[src/rtl/traffic_light_seq_ctrl.sv]
// N-way round-robin traffic light sequencer: INIT -> GREEN -> YELLOW -> ALLRED per approach.
// Optional TLC_SKIP_EN adds a per-way demand input `req` that skips idle approaches.
module traffic_light_seq_ctrl #(
  parameter int NUM_WAYS      = 4,
  parameter int GREEN_CYCLES  = 10,
  parameter int YELLOW_CYCLES = 3,
  parameter int ALLRED_CYCLES = 2,
  parameter int CNT_W         = 8,
  localparam int WAY_W        = $clog2(NUM_WAYS)
) (
  input  logic                clk,
  input  logic                rst,
  input  logic                hold,
`ifdef TLC_SKIP_EN
  input  logic [NUM_WAYS-1:0] req,
`endif
  output logic [NUM_WAYS-1:0] r,
  output logic [NUM_WAYS-1:0] y,
  output logic [NUM_WAYS-1:0] g,
  output logic [WAY_W-1:0]    way,
  output logic [1:0]          phase
);

  localparam logic [1:0] ST_INIT   = 2'd0;
  localparam logic [1:0] ST_GREEN  = 2'd1;
  localparam logic [1:0] ST_YELLOW = 2'd2;
  localparam logic [1:0] ST_ALLRED = 2'd3;

  localparam logic [CNT_W-1:0] G_LAST  = CNT_W'(GREEN_CYCLES - 1);
  localparam logic [CNT_W-1:0] Y_LAST  = CNT_W'(YELLOW_CYCLES - 1);
  localparam logic [CNT_W-1:0] AR_LAST = CNT_W'(ALLRED_CYCLES - 1);

  logic [1:0]          state_q, state_d;
  logic [CNT_W-1:0]    timer_q, timer_d;
  logic [WAY_W-1:0]    way_q, way_d;
  logic [NUM_WAYS-1:0] r_q, r_d, y_q, y_d, g_q, g_d;
  logic [WAY_W-1:0]    next_way;

  assign next_way = (way_q == WAY_W'(NUM_WAYS - 1)) ? '0 : way_q + 1'b1;

`ifdef TLC_SKIP_EN
  logic [WAY_W-1:0] search_base, pick_way;
  logic             any_req;
  int               k;

  // Scan from the base upward; iterating downward lets the lowest offset win.
  always_comb begin
    search_base = (state_q == ST_INIT) ? '0 : next_way;
    pick_way    = search_base;
    k           = 0;
    for (int i = NUM_WAYS - 1; i >= 0; i--) begin
      k = (int'(search_base) + i) % NUM_WAYS;
      if (req[k]) pick_way = WAY_W'(k);
    end
  end
  assign any_req = |req;
`endif

  always_comb begin
    state_d = state_q;
    timer_d = timer_q;
    way_d   = way_q;
    if (!hold) begin
      case (state_q)
        ST_INIT: begin
          if (timer_q == AR_LAST) begin
`ifdef TLC_SKIP_EN
            if (any_req) begin
              state_d = ST_GREEN;
              timer_d = '0;
              way_d   = pick_way;
            end
`else
            state_d = ST_GREEN;
            timer_d = '0;
            way_d   = '0;
`endif
          end else begin
            timer_d = timer_q + 1'b1;
          end
        end
        ST_GREEN: begin
          if (timer_q == G_LAST) begin
            state_d = ST_YELLOW;
            timer_d = '0;
          end else begin
            timer_d = timer_q + 1'b1;
          end
        end
        ST_YELLOW: begin
          if (timer_q == Y_LAST) begin
            state_d = ST_ALLRED;
            timer_d = '0;
          end else begin
            timer_d = timer_q + 1'b1;
          end
        end
        ST_ALLRED: begin
          // With no demand the timer parks at its last value until a request appears.
          if (timer_q == AR_LAST) begin
`ifdef TLC_SKIP_EN
            if (any_req) begin
              state_d = ST_GREEN;
              timer_d = '0;
              way_d   = pick_way;
            end
`else
            state_d = ST_GREEN;
            timer_d = '0;
            way_d   = next_way;
`endif
          end else begin
            timer_d = timer_q + 1'b1;
          end
        end
        default: begin
          state_d = ST_INIT;
          timer_d = '0;
          way_d   = '0;
        end
      endcase
    end
  end

  // Lamps are decoded from the next state so they register alongside it.
  always_comb begin
    g_d = '0;
    y_d = '0;
    if (state_d == ST_GREEN)  g_d = {{(NUM_WAYS-1){1'b0}}, 1'b1} << way_d;
    if (state_d == ST_YELLOW) y_d = {{(NUM_WAYS-1){1'b0}}, 1'b1} << way_d;
    r_d = ~(g_d | y_d);
  end

  always_ff @(posedge clk) begin
    if (rst) begin
      state_q <= ST_INIT;
      timer_q <= '0;
      way_q   <= '0;
      r_q     <= '1;
      y_q     <= '0;
      g_q     <= '0;
    end else begin
      state_q <= state_d;
      timer_q <= timer_d;
      way_q   <= way_d;
      r_q     <= r_d;
      y_q     <= y_d;
      g_q     <= g_d;
    end
  end

  assign r     = r_q;
  assign y     = y_q;
  assign g     = g_q;
  assign way   = way_q;
  assign phase = state_q;

endmodule

[config.mk]
export PLATFORM = sky130hd
export DESIGN_NAME = traffic_light_seq_ctrl
export DESIGN_NICKNAME = d
export VERILOG_FILES = /design/src/rtl/traffic_light_seq_ctrl.sv
export SDC_FILE = /design/constraint.sdc
export NUM_CORES = 1
export LEC_CHECK = 0
export CAP_MARGIN = 5
export CORE_UTILIZATION = 47
export CTS_BUF_LIST = sky130_fd_sc_hd__clkbuf_4
export DETAILED_ROUTE_END_ITERATION = 8
export PLACE_DENSITY = 0.73
export SLEW_MARGIN = 20
export SYNTH_ARGS = -nofsm -noshare
export SYNTH_HDL_FRONTEND = slang
export SYNTH_SLANG_ARGS = --single-unit
[constraint.sdc]
create_clock -name clk -period 1.9 [get_ports clk]
set_input_delay 0.38 -clock clk [delete_from_list [all_inputs] [get_ports clk]]
set_output_delay 0.38 -clock clk [all_outputs]
set_load 0.02 [all_outputs]
==> results.toml <==
[outcome]
status = "finished, violations left"
violations = "negative setup slack"

[worst_hold_path]
min_from = "timer_q[2]"
hold_path.class = "flop to flop"
hold_end = "timer_q[2]"
hold_depth = 2

[finish]
final_area_um2 = 1790
stdcell_count = 196
layout_common_cells = "buf_4 (21), dfxtp_1 (18), clkdlybuf4s50_1 (17)"
mostFrequentLayoutCell = "buf_4"
antenna_cells = 0
area_delta_synth_final_pct = 49.4
drive_above_1_share = 0.381
final_util = 0.779
nNetsFinal = 180

[clock_network]
cts_buffer_depth = 2
cts_tree = "built"
h-tree-depth = 1
path_clk_slew_ns = 0.14
clkSinkCount = 24
cts_root_buffer = "clkbuf_4"
hold_buffers = 0
clock_latency_ns = 0.32
cts_buffers = 3

[placed_design]
gp_congestion = 0.891
numPlacedInstances = 188
dp_hpwl_um = 2020
postPlaceCellArea_um2 = 1550
numPortBuffers = 18
dpl_worst_slack_ns = -0.330

[critical_path]
critPathCaptureType = "flop"
cp.required_ns = 2.13
r2r-start = "phase[0]"
path_max_fanout = 8
worstPathArrival_ns = 2.13
r2r_slack_ns = -0.0005
startpoint_type = "flop"
slowest_stage = "dfxtp_4"
r2r_end = "r[3]"
reg2reg_depth = 7
path_cells = "inv_2, ha_4, nor2b_1, a311o_1, a2bb2oi_2, o21ai_2, a21o_1"
worstSetupPathType = "flop to flop"
max_stage_delay_ns = 0.41

[grt]
first_global_vias = 993
grt_first_pass_wirelength_um = 4510
grt_max_degree = 15
gr-total-overflow = 0
grt_use_total = 0.226
antenna_found_initial = 0

[logic_synthesis]
syn_area_per_cell_um2 = 9.44
yosysWarnings = 0
ys_ff_latch = 24
synth_edf_count = 0
syn_area_um2 = 1200
yosysSeqAreaShare = 0.401
synth_top_area_frac = 0.401
postSynthCellCount = 127
synthDistinctLibCells = 43
syn_nets = 138
yosys.area.top_type = "dfxtp_1"
async_reset_ff_frac = 0
synthFlopType = "dfxtp_1"
synth_area_leaders = "dfxtp_1 (40%), ha_1 (8.4%), nor2_1 (4.4%), xor2_1 (3.7%), a211oi_1 (3.1%)"

[detailed_routing]
drc = 0
via_count = 1105
antenna_left = 0
wl_met2_um = 1450
wirelength_um = 3020
wl_met1_um = 1420
vias_per_cell = 5.64
dr_wl_met3_um = 114
wl_per_cell_um = 15.4
highest_layer = "met4"
first_pass_iters = 4
first_iter_violations = 15

[floorplan]
pin_count = 19
start_util = 0.522
core_area_um2 = 2300
die_area_um2 = 2760
die_h_um = 52.5
die_x_um = 52.5
rows = 17

[timing]
worst_pin_slew_ns = 0.387
post-route-min-period_ns = 1.90
hold_viol = 0
relSlewSlack = 0.740
period_share = 1.00
clock_skew_ns = 0.00537
fin_ws_ns = -0.000542
holdWs_ns = 0.556
rsz0062_at_grt = "true"
fmax_mhz = 526
setup_viol = 1
slew_violations = 0

[run]
max_cap_violations = 0

[power_and_ir_drop]
peakVddDrop_uv = 656
leakagePower_nw = 0.694
power_density_nw_per_um2 = 839
==> logic make-up after synthesis <==
logic type	count (synthesis)	synth area share
adder cells (fa/ha/maj)	8	0.0835
AND/OR/NAND/NOR	50	0.255
AO/OA/AOI/OAI	29	0.183
buffers and inverters	11	0.0417
flip-flops	24	0.401
XOR/XNOR	5	0.0365
==> registers in the layout (all words and copies together) (netlist names) <==
register	count
r	4
timer_q	8
g	4
phase	2
way	2
y	4
==> how the worst max path moves through the flow <==
| stage | start | end | cells past startpoint | slack [ns] |
|---|---|---|---|---|
| after floorplan | phase[1] | r[0] | 8 | 0.01 |
| final | phase[0] | r[3] | 7 | -0.0005 |
| after CTS | timer_q[1] | timer_q[6] | 7 | -0.01 |
| after global routing | phase[0] | r[3] | 7 | -0.07 |
| after detailed placement | hold | r[2] | 6 | -0.33 |
| after global placement | hold | r[3] | 6 | -0.27 |
==> per-stage QoR <==
stage	setup TNS [ns]	power, mW
final	-0.000542	1.50
after global routing	-0.258	1.57
after CTS	-0.0471	1.40
after detailed placement	-3.53	1.00
after global placement	-2.73	0.987
after floorplan	0	0.840
==> synthesized netlist by cell type, types with 2 or more instances <==
library cell   n
nor3_1         2
inv_1          8
xor2_1         5
o21bai_1       2
nand2_1        8
a31oi_1        2
ha_1           8
a21o_1         5
a211oi_1       5
nand3_1        3
nand2b_1       3
nor2b_1        3
a21oi_1        4
nand4_1        2
dfxtp_1       24
nor2_1        14
or3_1          3
==> worst max-delay path, delay by kind of cell, from the launching register on <==
family          cells  cell delay [ns]
compound gates      4             0.96
flops               1             0.41
simple gates        1             0.06
fa+ha+maj           1             0.32
buf+inv             1             0.06
==> routing by layer <==
layer	GRT usage	vias up
met5	0	-
met3	0.0406	8
met4	0.0833	0
met2	0.352	27
li1	-	537
met1	0.308	533
==> layout make-up <==
type                            count  area [um2]
Sequential cell                    24         493
Fill cell                         161         507
Timing Repair Buffer               40         352
Clock inverter                      1        30.0
Clock buffer                        3        22.5
Inverter                            8        30.0
Tap cell                           28        35.0
Multi-Input combinational cell     92         828
==> power by group <==
part | internal, mW | switching (mW) | leakage (nW)
registers | 0.540 | 0.0239 | 0.198
clock network | 0.213 | 0.161 | 0.0279
logic | 0.280 | 0.284 | 0.468
total | 1.03 | 0.468 | 0.694
==> repair_timing <==
| item | in CTS | in global routing |
|---|---|---|
| hold endpoints to repair | 0 | 0 |
| pin swaps | 1 | 8 |
| endpoints found under the setup margin | 18 | 21 |
| gates resized for setup | 13 | 25 |
| buffers inserted | 0 | 4 |
(Power assumes the default switching activity.)
